<file path="src/rtl/zion_clr_skid_slice_pkg.sv">
// zion_skid_pkg: shared state encoding for the clear-able skid slice.
package zion_skid_pkg;

    // Encoding doubles as the occupancy count.
    typedef enum logic [1:0] {EMPTY = 2'd0, ONE = 2'd1, FULL = 2'd2} skid_state_e;

endpackage

</file>
<file path="src/rtl/zion_clr_skid_slice_dff.sv">
// BcClrEnRanDff: enable DFF with synchronous clear to a parameterised value.
module BcClrEnRanDff #(
    parameter int unsigned WIDTH = 32,
    parameter logic [WIDTH-1:0] INI = '0
) (
    input  logic             clk,
    input  logic             clr,
    input  logic             en,
    input  logic [WIDTH-1:0] d,
    output logic [WIDTH-1:0] q
);

    always_ff @(posedge clk) begin
        if (clr)
            q <= INI;
        else if (en)
            q <= d;
    end

endmodule

</file>
<file path="src/rtl/zion_clr_skid_slice.sv">
// zion_clr_skid_slice: two-entry valid/ready skid slice with synchronous clear.
module zion_clr_skid_slice
    import zion_skid_pkg::*;
#(
    parameter int unsigned WIDTH = 32,
    parameter logic [WIDTH-1:0] INI_DATA = '0
) (
    input  logic             clk,
    input  logic             rst,
    input  logic             clr,
    input  logic             in_valid,
    output logic             in_ready,
    input  logic [WIDTH-1:0] in_data,
    output logic             out_valid,
    input  logic             out_ready,
    output logic [WIDTH-1:0] out_data,
    output logic [1:0]       count
);

    skid_state_e state, stateNext;
    logic push, pop, flush, loadMain, loadSkid, selSkid;
    logic [WIDTH-1:0] skidQ, mainD;

    assign flush     = rst | clr;
    assign out_valid = state != EMPTY;
    assign in_ready  = state != FULL;
    assign count     = 2'(state);
    assign push      = in_valid & in_ready;
    assign pop       = out_valid & out_ready;
    assign mainD     = selSkid ? skidQ : in_data;

    always_ff @(posedge clk) begin
        state <= flush ? EMPTY : stateNext;
    end

    always_comb begin
        stateNext = state;
        loadMain  = 1'b0;
        loadSkid  = 1'b0;
        selSkid   = 1'b0;
        unique case (state)
            EMPTY: begin
                stateNext = push ? ONE : EMPTY;
                loadMain  = push;
            end
            ONE: begin
                stateNext = (push & ~pop) ? FULL : (pop & ~push) ? EMPTY : ONE;
                loadMain  = push & pop;
                loadSkid  = push & ~pop;
            end
            FULL: begin
                stateNext = pop ? ONE : FULL;
                loadMain  = pop;
                selSkid   = 1'b1;
            end
            default: stateNext = EMPTY;
        endcase
    end

    // Clear wins over load inside the cells, so a flush voids any same-cycle load.
    BcClrEnRanDff #(.WIDTH(WIDTH), .INI(INI_DATA)) uMain (
        .clk(clk), .clr(flush), .en(loadMain), .d(mainD), .q(out_data)
    );

    BcClrEnRanDff #(.WIDTH(WIDTH), .INI(INI_DATA)) uSkid (
        .clk(clk), .clr(flush), .en(loadSkid), .d(in_data), .q(skidQ)
    );

endmodule

</file>
<file path="config.mk">
export PLATFORM = sky130hd
export DESIGN_NAME = zion_clr_skid_slice
export DESIGN_NICKNAME = d
export VERILOG_FILES = /design/src/rtl/zion_clr_skid_slice_pkg.sv /design/src/rtl/zion_clr_skid_slice_dff.sv /design/src/rtl/zion_clr_skid_slice.sv
export SDC_FILE = /design/constraint.sdc
export NUM_CORES = 1
export LEC_CHECK = 0
export CORE_ASPECT_RATIO = 1.2
export CORE_UTILIZATION = 30
export DETAILED_ROUTE_END_ITERATION = 8
export GPL_TIMING_DRIVEN = 0
export RECOVER_POWER = 100
export SYNTH_ARGS = -nofsm -noshare
export SYNTH_HDL_FRONTEND = slang
export SYNTH_SLANG_ARGS = --single-unit
</file>
<file path="constraint.sdc">
create_clock -name clk -period 2.4 [get_ports clk]
set_input_delay 0.48 -clock clk [delete_from_list [all_inputs] [get_ports clk]]
set_output_delay 0.48 -clock clk [all_outputs]
set_load 0.02 [all_outputs]
</file>
# After elaboration in Yosys (flattened, before gate mapping)
# Cells that the tools add are included.
# word_totals
word_cells	25
register_bits	66
# classes
n_eq_ne	3
muxes	9
reduce_logical	2
bitwise	8
# op_table
op	count
$mux W32	1
$pmux W2 S3	1
$and A1 B1 Y1	5
$mux W1	4
$mux W2	2
$pmux W1 S3	1
$eq A2 B1 Y1 const B	1
$eq A2 B2 Y1 const B	1
$logic_not A2 Y1	1
$ne A2 B2 Y1 const B	1
$not A1 Y1	2
$reduce_bool A2 Y1	1
$or A1 B1 Y1	1

# Depth between registers and ports, before layout
# depth
depth_word	7
depth_mapped	10
mapped_depth_nobuf	6

# Hierarchy
# Synthesis repeated with hierarchy kept, for this count alone.
# hier_totals
hier_cells	258
area_unflattened_um2	3004.1
# modules_own_cells
module	area_per_inst_um2	n_inst	cells_each	seq_area_each_um2
BcClrEnRanDff	1163.6	2	103	640.6
zion_clr_skid_slice	676.9	1	52	40.0

# Worst setup path after synthesis
# Ideal clock, no wire load.
# synth_timing
kind	reg2reg
from	register state[1], in the netlist count[1]
to	register uMain.q[3]
arrival_ps	2060
setup_slack_ps	193
stages_incl_launch_ff	11
setup_ps	146
cell_sequence	dfxtp_1 nand2b_1 buf_6 buf_4 and2_1 ha_1 and3b_1 clkbuf_2 buf_2 a211oi_1 a211oi_2
# synth_via
elab_chain_len	4
# synth_lines
item	line	source
from (decl)	zion_clr_skid_slice.sv:20	skid_state_e state, stateNext;
from (signal assigned)	zion_clr_skid_slice.sv:33	state <= flush ? EMPTY : stateNext;
$ne A2 B2 Y1 *	zion_clr_skid_slice.sv:26	assign in_ready = state != FULL;
named net in_ready	zion_clr_skid_slice.sv:12	output logic in_ready,
$and A1 B1 Y1 *	zion_clr_skid_slice.sv:28	assign push = in_valid & in_ready;
$and A1 B1 Y1	zion_clr_skid_slice.sv:48	loadMain = push & pop;
$pmux W1 S3 *	zion_clr_skid_slice.sv:41	unique case (state)
to (signal assigned)	zion_clr_skid_slice_dff.sv:15	q <= INI;
to (signal assigned)	zion_clr_skid_slice_dff.sv:17	q <= d;
to (decl)	zion_clr_skid_slice_dff.sv:10	output logic [WIDTH-1:0] q
# Mark *: on every way through the listed nets, which the timed path passes. The rest lies on a longest branch.
# A chain may end at the register's enable or synchronous reset.

# Worst setup path in the final report
# layout_timing
from	register state[0], in the netlist count[0]
to	register uMain.q[17]
# layout_via
elab_chain_len	4
# layout_lines
item	line
$ne A2 B2 Y1 or $reduce_bool A2 Y1 (tied branches)	zion_clr_skid_slice.sv:26, zion_clr_skid_slice.sv:25
$and A1 B1 Y1, on equally long branches	zion_clr_skid_slice.sv:28, zion_clr_skid_slice.sv:29
$and A1 B1 Y1	zion_clr_skid_slice.sv:48
$pmux W1 S3	zion_clr_skid_slice.sv:41
# Parallel ways exist; a longest one is shown, timed or not.

==> results_dict.tcl <==
set metrics [dict create \
    routedWlPerCell_microns 15.5 \
    rr_startpoint "count[0]" \
    holdPathStages 2 \
    ioPinCount 73 \
    cp-end-kind "register" \
    grt_overflow 0 \
    nFillCells 926 \
    setup_slack_ps 113 \
    crit_required_ps 2580 \
    antenna_found_initial 0 \
    synthCells 307 \
    rows 39 \
    drc 0 \
    holdPathEnd "uSkid.q[7]" \
    grt_usage_pct 16.0 \
    synth.largest_area_cell "dfxtp_1" \
    p_leak_nw 1.69 \
    cp.arrival_ps 2460 \
    htreeDepth 3 \
    rsz0062_at_grt "true" \
    ys_warn_count 0 \
    power.density_nw_per_um2 706 \
    critPathLaunchType "register" \
    ys_ff_latch 66 \
    period_share_pct 95.3 \
    num_antenna_cells 0 \
    fin_hold_ws_ps 450 \
    post_cts_resized 1 \
    start_util_pct 31.1 \
    yosysTopAreaCellShare_pct 44.1 \
    critPathKind "reg -> reg" \
    clk_latency_ps 320 \
    power_switching_uw 669 \
    period_needed_ps 2290 \
    nets 428 \
    finalSetupViolations 0 \
    hp-class "reg -> reg" \
    die_w_microns 93.2 \
    numCtsBuffers 9 \
    clk_pin_slew_ps 60 \
    area.growth.synth_to_final_pct 40.6 \
    cp_max_fo 10 \
    dp_hpwl_mm 5.58 \
    synth_area_leaders "dfxtp_1 44%, a211oi_2 13%, mux2i_1 11%" \
    numPortBuffers 72 \
    routed_wl_mm 8.03 \
    tightestPinTransition_ps 748 \
    fmax_mhz 437 \
    crit_chain "nand2b_1, buf_6, buf_4, and2_1, ha_1, and3b_1, clkbuf_2, buf_2, a211oi_1, a211oi_2" \
    cp_slowest_cell "dfxtp_2" \
    vias_per_cell 4.93 \
    stdcell_count 518 \
    reg2reg_depth 10 \
    fp.coreArea_sq_um 9610 \
    post_synth_num_cell_types 26 \
    drt_pass1_iterations 4 \
    vdd_drop_max_v 0.000332 \
    hold_path.startpoint "uSkid.q[7]" \
    slowest_delay_ps 360 \
    post-place-ws_ps 20.6 \
    root_buffer "clkbuf_16" \
    power.share.clock_pct 49.9 \
    p_comb_share_pct 11.6 \
    clockBufferDepth 2 \
    switching_share_pct 22.5 \
    cts_tree "built" \
    ys_seq_area_share_pct 44.1 \
    max_cap_viol_count 0 \
    internal_power_mw 2.30 \
    layout-drive-gt1-share_pct 17.7 \
    status "complete, no violations" \
    hold_buffers 0 \
    syn_avg_cell_area_sq_um 9.75 \
    clock_sinks 66 \
    fin_skew_ps 6.35 \
    slew_viol_final 0 \
    grt_pass1_vias 2544 \
    relSlewSlack_pct 50.1 \
    dieHeight_microns 111 \
    dp_cells 502 \
    post_cts.repair.setup_buffers 0 \
    worstPathBufferInverterCount 4 \
    r2r-end "uMain.q[17]" \
    crit_family "buffers and inverters" \
    gp_congestion 0.756 \
    vias 2552 \
    grt_max_degree 12 \
    seq_power_share_pct 38.5 \
    dieArea_sq_um 10400 \
    grt_pass1_wl_mm 12.9 \
    finalHoldViolations 0 \
    synth.net_count 345 \
    reg2reg_slack_ps 110 \
    syn_area_sq_um 2990 \
    path_depth 10 \
    layout_common_cells "64 x nand2_1, 64 x dfxtp_1, 39 x clkdlybuf4s50_1" \
    drt_iter0_markers 113 \
    antenna_left 0 \
]
==> kinds of logic after synthesis <==
logic type / Yosys count / synth area share [%]
buffers and inverters: 33 / 6.10
adders and majority gates: 1 / 0.418
DFF: 66 / 44.1
muxes: 33 / 11.2
AOI/OAI and AO/OA: 99 / 27.3
and+or+nand+nor: 75 / 10.8
==> synth_stat cells (all sizes together) <==
library cell	instances
a211oi	65
a21o	1
a21oi	33
and2	2
and3b	1
and4bb	1
buf	20
clkbuf	12
dfxtp	66
ha	1
inv	1
mux2	1
mux2i	32
nand2	64
nand2b	1
nand3b	1
nand4bb	1
nor2	1
nor3b	1
or2	2
==> registers in the layout (all words and copies together), names as in the netlist <==
name	count
uMain.q	32
uSkid.q	32
count	2
==> through the flow <==
step	utilization (%)	area, sq um	total power, mW	setup TNS, ps
3_3_place_gp	40.2	3870	1.52	0
6_report	43.8	4210	2.97	0
3_5_place_dp	40.2	3870	1.52	0
2_1_floorplan	-	2990	1.36	0
5_1_grt	43.8	4210	3.07	-2.30
4_1_cts	43.7	4200	3.00	0
==> cell type report <==
class                           instances  area (sq um)  share of cell area [%]
Clock buffer                           11           233                    5.53
Inverter                                1          3.75                  0.0892
Buffer                                 32           175                    4.16
Tap cell                              123           154                    3.66
Timing Repair Buffer                   72           723                    17.2
Clock inverter                          5           103                    2.44
Sequential cell                        66          1320                    31.5
Multi-Input combinational cell        208          1490                    35.5
==> power groups by stage <==
| stage | clock network [mW] | registers (mW) | logic, mW |
|---|---|---|---|
| floorplan | 0 | 1.20 | 0.162 |
| global placement | 0 | 1.17 | 0.350 |
| detailed placement | 0 | 1.17 | 0.355 |
| CTS | 1.50 | 1.15 | 0.356 |
| global route | 1.56 | 1.15 | 0.369 |
| finish | 1.48 | 1.14 | 0.344 |
==> metal layers <==
| layer | vias up | share of wire [%] | global-route usage (%) | wire length (microns) |
|---|---|---|---|---|
| met5 | - | 0 | 0 | 0 |
| met4 | 0 | 1.0 | 3.90 | 82 |
| met3 | 8 | 6.2 | 4.78 | 496 |
| met2 | 71 | 47 | 26.0 | 3780 |
| met1 | 1199 | 46 | 20.6 | 3670 |
| li1 | 1274 | - | - | - |
==> how the worst max path moves through the flow <==
stage	end	from	slack [ps]
final	uMain.q[17]	count[0]	110
after global routing	uMain.q[17]	count[0]	-2
after CTS	in_ready	count[0]	10
after detailed placement	uMain.q[20]	in_valid	20
after global placement	uMain.q[23]	in_valid	80
after floorplan	uMain.q[3]	count[1]	190
==> worst reg2reg max path, cell delays in order (launching register included) <==
cell and delay [ps]:
dfxtp_2 360, nand2b_1 170, buf_6 150, buf_4 190
and2_1 170, ha_1 180, and3b_1 160, clkbuf_2 150
buf_2 210, a211oi_1 310, a211oi_2 80
(Power assumes the default switching activity.)
==> variant, RTL diff (config.mk and constraints unchanged) <==
`WIDTH` is set to 32 in 2 places; all go to 16.
--- a/src/rtl/zion_clr_skid_slice_dff.sv
+++ b/src/rtl/zion_clr_skid_slice_dff.sv
@@ -1,6 +1,6 @@
 // BcClrEnRanDff: enable DFF with synchronous clear to a parameterised value.
 module BcClrEnRanDff #(
-    parameter int unsigned WIDTH = 32,
+    parameter int unsigned WIDTH = 16,
     parameter logic [WIDTH-1:0] INI = '0
 ) (
     input  logic             clk,
--- a/src/rtl/zion_clr_skid_slice.sv
+++ b/src/rtl/zion_clr_skid_slice.sv
@@ -2,7 +2,7 @@
 module zion_clr_skid_slice
     import zion_skid_pkg::*;
 #(
-    parameter int unsigned WIDTH = 32,
+    parameter int unsigned WIDTH = 16,
     parameter logic [WIDTH-1:0] INI_DATA = '0
 ) (
     input  logic             clk,
Ports: changed (resized in_data and out_data); port bits go from 73 to 41. The function was not compared with the original's and may differ.
==> variant against the original RTL <==
- wire length down 54%
- global-route usage is 0.51 points lower
- via count down 47%
- final area shrank 50%
- sequential power down 48%
- setup slack better by 0.040 ns
- synthesized area down 48%
- power is 57% lower
- worst hold slack better by 0.0032 ns
- sequential cell count decreased by 32
- critical endpoint is now uMain.q[6]
==> variant: results (changes against the original RTL) <==
[place]
pre_cts_ws_ns = 0.113  ; +0.0923 ns
dp_hpwl_um = 2550  ; -54%
gp_congestion = 0.697  ; -7.8%
place_area_mm2 = 0.00204  ; -47%
placement.io_buffers = 40  ; -44%

[worst_setup_path]
cp_slowest_stage_delay_ns = 0.36  ; about the same
reg2regPathDepth = 10  ; unchanged
critPathSlowestCell = dfxtp_2

[logic_synthesis]
ys_warn_count = 0  ; unchanged
synthTopCellsByCount = dfxtp_1 (34), nand2_1 (32), a211oi_1 (23), a21oi_1 (17), mux2i_1 (16)
synthMuxAreaShare_pct = 11.2  ; +0.014 points
async_flop_share_pct = 0  ; unchanged
ys_seq_area_share_pct = 43.6  ; -0.56 points
synth_area_leaders = dfxtp_1 (44%), a211oi_1 (11%), mux2i_1 (10%)
synth-compound-area-share_pct = 25.5  ; -1.9 points
synthAdderAreaFrac_pct = 0.801  ; +0.38 points
ys_types = 24  ; -7.7%
synth_nets = 184  ; -47%

[sta]
clock_skew_ns = 0.00380  ; -0.00255 ns
tightest_slew_ns = 0.653  ; -0.0954 ns

[grt]
grtUsageTotal_pct = 15.5  ; -0.51 points
grt_pass1_vias = 1315  ; -48%
grt_pass1_wl_um = 6150  ; -52%
antenna_found_initial = 0  ; unchanged

[routing]
wirelength_um = 3700  ; -54%
via_per_inst = 5.03  ; +2.0%
drtIter0Drc = 67  ; -41%

[clock_tree]
cts_root_buf = clkbuf_8
htree_num_levels = 2  ; -1
cts_buffers = 5  ; -4
insertion_delay_ns = 0.29  ; -0.03 ns
clock_path_buffers = 2  ; unchanged

[finish]
final_layout_size_suffix_gt1_share_pct = 14.3  ; -3.4 points
insertedDiodeCount = 0  ; unchanged
fillCellCount = 506  ; -45%
layout.nets = 231  ; -46%

[power]
p_leak_nw = 0.881  ; -48%
ir_drop_v = 0.000276  ; -17%

[outcome]
status = finished, final reports clean

-- variant: cell types whose count changed after synthesis, sizes merged --
cell	unedited run	this run
a211oi	65	33
dfxtp	66	34
nand2	64	32
a21oi	33	17
mux2i	32	16
buf	20	10
clkbuf	12	5
-- variant: where the power goes --
part / leakage [nW] / internal (mW) / switching [mW] / total [mW]
logic: 0.546 / 0.0831 / 0.0863 / 0.169
clock network: 0.0579 / 0.305 / 0.213 / 0.518
registers: 0.277 / 0.579 / 0.00863 / 0.588
total: 0.881 / 0.968 / 0.308 / 1.28
-- variant: worst max-delay path: cells and delay by family, from the launching register on --
family / cells / cell delay [ns]
buffers and inverters: 4 / 0.68
AOI/OAI and AO/OA: 2 / 0.45
DFF: 1 / 0.36
adders and majority gates: 1 / 0.19
and+or+nand+nor: 3 / 0.47
-- variant: what timing repair did --
action / 4_1_cts / 5_1_grt
cloned: 0 / 0
resized for setup: 1 / 2
endpoints found under the setup margin: 1 / 5
pin swaps: 0 / 0
-- variant: metrics by stage --
stage               hold slack, ns  instances  power [mW]
floorplan                    0.436        162       0.696
global placement             0.441        262       0.781
detailed placement           0.446        262       0.782
CTS                          0.456        270        1.30
global route                 0.472        270        1.34
finish                       0.453        270        1.28
-- variant: final timing paths --
path | start | to | slack [ns]
setup reg to reg | count[0] | uMain.q[6] | 0.15
setup / recovery | count[0] | uMain.q[6] | 0.15
hold / removal | uSkid.q[11] | uSkid.q[11] | 0.45
hold reg to reg | uSkid.q[11] | uSkid.q[11] | 0.45
-- variant: metal layers --
| metal | wire length, um | up-vias | track usage, % |
|---|---|---|---|
| met4 | 48 | 0 | 5.63 |
| met1 | 1720 | 643 | 19.0 |
| li1 | - | 682 | - |
| met5 | 0 | - | 0 |
| met2 | 1810 | 26 | 25.2 |
| met3 | 131 | 6 | 4.63 |
-- variant: layout make-up --
type                            count  area (um^2)  share of cell area, %
Buffer                             15         87.6                   4.12
Clock inverter                      3         40.0                   1.89
Tap cell                           60         75.1                   3.54
Multi-Input combinational cell    112          771                   36.3
Sequential cell                    34          683                   32.2
Inverter                            1         3.75                  0.177
Timing Repair Buffer               40          394                   18.6
Clock buffer                        5         68.8                   3.24
-- variant: logic make-up after synthesis --
| group | count (synthesis) |
|---|---|
| fa+ha+maj | 1 |
| buf+inv | 16 |
| mux | 17 |
| flops | 34 |
| simple gates | 43 |
| compound gates | 51 |
